`config.mk`:
```
export PLATFORM = sky130hd
export DESIGN_NAME = serial_tx
export DESIGN_NICKNAME = d
export VERILOG_FILES = /design/src/rtl/serial_tx.sv
export SDC_FILE = /design/constraint.sdc
export NUM_CORES = 1
export LEC_CHECK = 0
export BUFFER_PORTS_ARGS = -buffer_cell sky130_fd_sc_hd__buf_2
export CORE_ASPECT_RATIO = 0.8
export CORE_MARGIN = 3
export CORE_UTILIZATION = 54
export CTS_BUF_LIST = sky130_fd_sc_hd__clkbuf_16
export DETAILED_ROUTE_END_ITERATION = 8
export HOLD_SLACK_MARGIN = 0.1
export PLACE_DENSITY = 0.79
export SETUP_SLACK_MARGIN = 0.2
export SKIP_LAST_GASP = 1
export SLEW_MARGIN = 20
export SYNTH_ARGS = -nofsm -noshare
export SYNTH_HDL_FRONTEND = slang
export SYNTH_SLANG_ARGS = --single-unit
```
`constraint.sdc`:
```
create_clock -name clk -period 2.2 [get_ports clk]
set_clock_uncertainty 0.05 [all_clocks]
set_input_delay 0.33 -clock clk [delete_from_list [all_inputs] [get_ports clk]]
set_output_delay 0.33 -clock clk [all_outputs]
set_load 0.005 [all_outputs]
```
`src/rtl/serial_tx.sv`:
```
// Framed LSB-first serial transmitter: start, data, optional even parity, stop.
// Start bit is on the line right after the accepting edge; tx_valid is ignored while a frame is in flight.
module serial_tx #(
  parameter int DATA_BITS    = 8,
  parameter int CLKS_PER_BIT = 4,
  parameter int PARITY_EN    = 0
) (
  input  logic                 clk,
  input  logic                 async_reset,
  input  logic [DATA_BITS-1:0] tx_data,
  input  logic                 tx_valid,
  output logic                 tx_ready,
  output logic                 tx_out,
  output logic                 tx_busy,
  output logic                 tx_done
);

  localparam int CW = (CLKS_PER_BIT > 1) ? $clog2(CLKS_PER_BIT) : 1;
  localparam int BW = (DATA_BITS > 1) ? $clog2(DATA_BITS) : 1;
  localparam logic [CW-1:0] CNT_LAST = CW'(CLKS_PER_BIT - 1);
  localparam logic [BW-1:0] BIT_LAST = BW'(DATA_BITS - 1);

  typedef enum logic [2:0] {IDLE, START, DATA, PARITY, STOP} state_t;

  state_t               state_q, state_d;
  logic [CW-1:0]        cnt_q, cnt_d;
  logic [BW-1:0]        bit_q, bit_d;
  logic [DATA_BITS-1:0] shift_q, shift_d;
  logic                 par_q, par_d;
  logic                 out_q, out_d;
  logic                 done_q, done_d;
  logic                 bit_end;

  assign bit_end = (cnt_q == CNT_LAST);

  // The line value for the coming cycle is decided here so tx_out is a pure register.
  always_comb begin
    state_d = state_q;
    cnt_d   = cnt_q;
    bit_d   = bit_q;
    shift_d = shift_q;
    par_d   = par_q;
    out_d   = out_q;
    done_d  = 1'b0;
    case (state_q)
      IDLE: begin
        out_d = 1'b1;
        if (tx_valid) begin
          state_d = START;
          shift_d = tx_data;
          par_d   = ^tx_data;
          cnt_d   = '0;
          bit_d   = '0;
          out_d   = 1'b0;
        end
      end
      START: begin
        if (bit_end) begin
          state_d = DATA;
          cnt_d   = '0;
          out_d   = shift_q[0];
        end else begin
          cnt_d = cnt_q + 1'b1;
        end
      end
      DATA: begin
        if (bit_end) begin
          cnt_d   = '0;
          shift_d = shift_q >> 1;
          if (bit_q == BIT_LAST) begin
            bit_d = '0;
            if (PARITY_EN != 0) begin
              state_d = PARITY;
              out_d   = par_q;
            end else begin
              state_d = STOP;
              out_d   = 1'b1;
            end
          end else begin
            bit_d = bit_q + 1'b1;
            out_d = shift_d[0];
          end
        end else begin
          cnt_d = cnt_q + 1'b1;
        end
      end
      PARITY: begin
        if (bit_end) begin
          state_d = STOP;
          cnt_d   = '0;
          out_d   = 1'b1;
        end else begin
          cnt_d = cnt_q + 1'b1;
        end
      end
      STOP: begin
        if (bit_end) begin
          state_d = IDLE;
          cnt_d   = '0;
          out_d   = 1'b1;
          done_d  = 1'b1;
        end else begin
          cnt_d = cnt_q + 1'b1;
        end
      end
      default: begin
        state_d = IDLE;
        out_d   = 1'b1;
      end
    endcase
  end

  always_ff @(posedge clk or posedge async_reset) begin
    if (async_reset) begin
      state_q <= IDLE;
      cnt_q   <= '0;
      bit_q   <= '0;
      shift_q <= '0;
      par_q   <= 1'b0;
      out_q   <= 1'b1;
      done_q  <= 1'b0;
    end else begin
      state_q <= state_d;
      cnt_q   <= cnt_d;
      bit_q   <= bit_d;
      shift_q <= shift_d;
      par_q   <= par_d;
      out_q   <= out_d;
      done_q  <= done_d;
    end
  end

  assign tx_out   = out_q;
  assign tx_done  = done_q;
  assign tx_ready = (state_q == IDLE);
  assign tx_busy  = (state_q != IDLE);

endmodule

```
==> qor.yml <==
core-area_mm2: 0.00168
initial_utilization: 0.595
worst_slew_pin_slew_ps: 667
synth_cell_type_count: 30
crit_path_end_kind: "output port"
die_h_um: 44.4
cts_buffer_depth: 2
ant_nets: 0
p_per_area_mw_per_mm2: 1420
cap_violations: 0
worstSetupPathType: "reg2out"
grt_pass1_vias: 682
synth_area_um2: 997
hold_class: "in2async"
yosys_warnings: 0
grt_antenna_before_repair: 0
grt_max_degree: 19
wl_per_cell_um: 16.0
hold_viol: 0
clk_pin_slew_worst_paths_ps: 50
drc: 0
numCtsBuffers: 3
syn_inst: 81
setup_tns_ps: 0
holdWs_ps: 124
final_max_slew_viol_count: 0
pin_count: 15
peakVddDrop_mv: 0.789
status: "complete, no violations"
synth_top_cell_by_area: "dfrtp_1"
r2r_cells: 3
root_buffer: "clkbuf_16"
synth_nets: 95
cts_tree: "done"
yosysSeqAreaShare: 0.453
route.vias.total: 654
rsz0062_at_grt: "false"
finalPower_mw: 1.62
via_per_inst: 5.64
post_cts_buffers: 0
h-tree-depth: 1
worstPathMaxFanout: 15
synth_area_leaders: "dfrtp_1 43%, mux2_4 14%, mux2_2 10%"
synth-seq-cells: 18
reg2reg_from: "state_q[0]"
critPathArrivalTime_ps: 1440
slew_headroom: 0.555
clock_sinks: 18
grt_pass1_wl_um: 3150
numPortBuffers: 14
nets: 109
rows: 13
drive_gt1_frac: 0.436
drt-pass1-iter-count: 5
fin_crit_ps: 1820
critPathLaunchType: "flop"
die_w_um: 54.0
wirelength_um: 1850
clkLatencyLatePin_ps: 250
area_growth_pct: 14.4
antennaDiodeCount: 0
cp_data_required_time_ps: 1820
leakage_nw: 0.562
rr_endpoint: "tx_out"
finalCritPeriodShare: 0.826
synth.top_cell.area_share: 0.427
r2r_slack_ps: 520
fmax_ghz: 0.550
setup_viol: 0
syn_avg_cell_area_um2: 12.3
dieArea_mm2: 0.00240
grt_overflow_total: 0
grt_usage: 0.184
place_hpwl_um: 1260
drt_iter0_markers: 14
gp_congestion: 0.691
## layout by cell type, fill, tap and decap left out, types with 2 or more instances in the layout
cell        n
dfrtp_1    16
mux2_2      9
mux2i_1     3
buf_2      14
a21oi_1     3
ha_1        3
inv_1       3
o21ai_0     3
clkbuf_16   3
nand2_1     2
mux2_4      9
nand2b_1    2
a221oi_1    2
nor2_1      4
## power by group
group / switching [mW] / internal, mW
registers: 0.154 / 0.469
clock network: 0.119 / 0.241
logic: 0.261 / 0.378
## synth_stat cells
cell	n
mux2_2	9
nor2_1	4
a22o_1	1
buf_4	1
o31ai_1	1
a221oi_1	2
o21ai_0	3
mux2i_1	3
nor4b_1	1
xnor2_1	1
nor3_1	1
nand3b_1	1
mux2_4	9
or2_2	1
dfstp_2	1
nand2_1	2
dfrtp_1	17
clkbuf_1	3
or3b_2	1
nor3b_1	1
a22oi_1	1
nor4_1	1
and3_1	1
ha_1	3
nand2b_1	2
or3_4	1
a21oi_1	3
buf_6	2
o22ai_1	1
inv_1	3
## worst max-delay path by stage
| stage | cells past startpoint | startpoint | slack (ps) | endpoint |
|---|---|---|---|---|
| finish | 4 | state_q[0] | 380 | tx_busy |
| global route | 4 | state_q[0] | 280 | tx_busy |
| CTS | 4 | state_q[1] | 300 | tx_busy |
| detailed placement | 3 | state_q[1] | 420 | shift_q[3] |
| global placement | 3 | state_q[1] | 470 | shift_q[3] |
| floorplan | 6 | cnt_q[0] | 560 | bit_q[0] |
## cell families (layout without fill, tap and decap cells)
logic type / after synthesis / count (layout) / synth area share
simple gates: 17 / 17 / 0.103
fa+ha+maj: 3 / 3 / 0.0376
xor+xnor: 1 / 1 / 0.00878
mux: 21 / 21 / 0.267
compound gates: 12 / 12 / 0.0778
flops: 18 / 18 / 0.453
buf+inv: 9 / 22 / 0.0527
## flip-flops by register name (all words and copies together), names as in the netlist
signal / cells
bit_q: 3
cnt_q: 2
shift_q: 8
state_q: 3
tx_done: 1
tx_out: 1
## metal layers
metal,GRT usage,vias up,share of wire
met4,0.0299,0,0
met1,0.245,320,0.44
met2,0.300,14,0.51
li1,-,320,-
met5,0,-,0
met3,0.0606,0,0.046
## area by class of cell
| class | count | area, µm² |
|---|---|---|
| clock inverters | 1 | 3.75 |
| multi-input cells | 54 | 493 |
| flip-flops and latches | 18 | 453 |
| inverters | 3 | 11.3 |
| clock buffers | 3 | 75.1 |
| fillers | 131 | 534 |
| repair buffers | 15 | 77.6 |
| well taps | 22 | 27.5 |
## critical path, stage by stage, from the launching register on
cell and delay [ps]:
dfrtp_1 530, or2_2 380, nor2_1 120, inv_1 50
buf_2 120
## timing repair
item / 4_1_cts / 5_1_grt
setup endpoints to repair: 0 / 1
resized for setup: 0 / 1
hold buffers: 0 / 0
## per-stage QoR
stage / std cells / util / area [µm²] / setup slack, ps
floorplan: 81 / - / 997 / 557
global placement: 112 / 0.633 / 1060 / 472
detailed placement: 112 / 0.633 / 1060 / 421
CTS: 116 / 0.680 / 1140 / 300
global route: 116 / 0.681 / 1140 / 285
finish: 116 / 0.681 / 1140 / 383
Note: power is estimated with default switching activity, not from simulation.
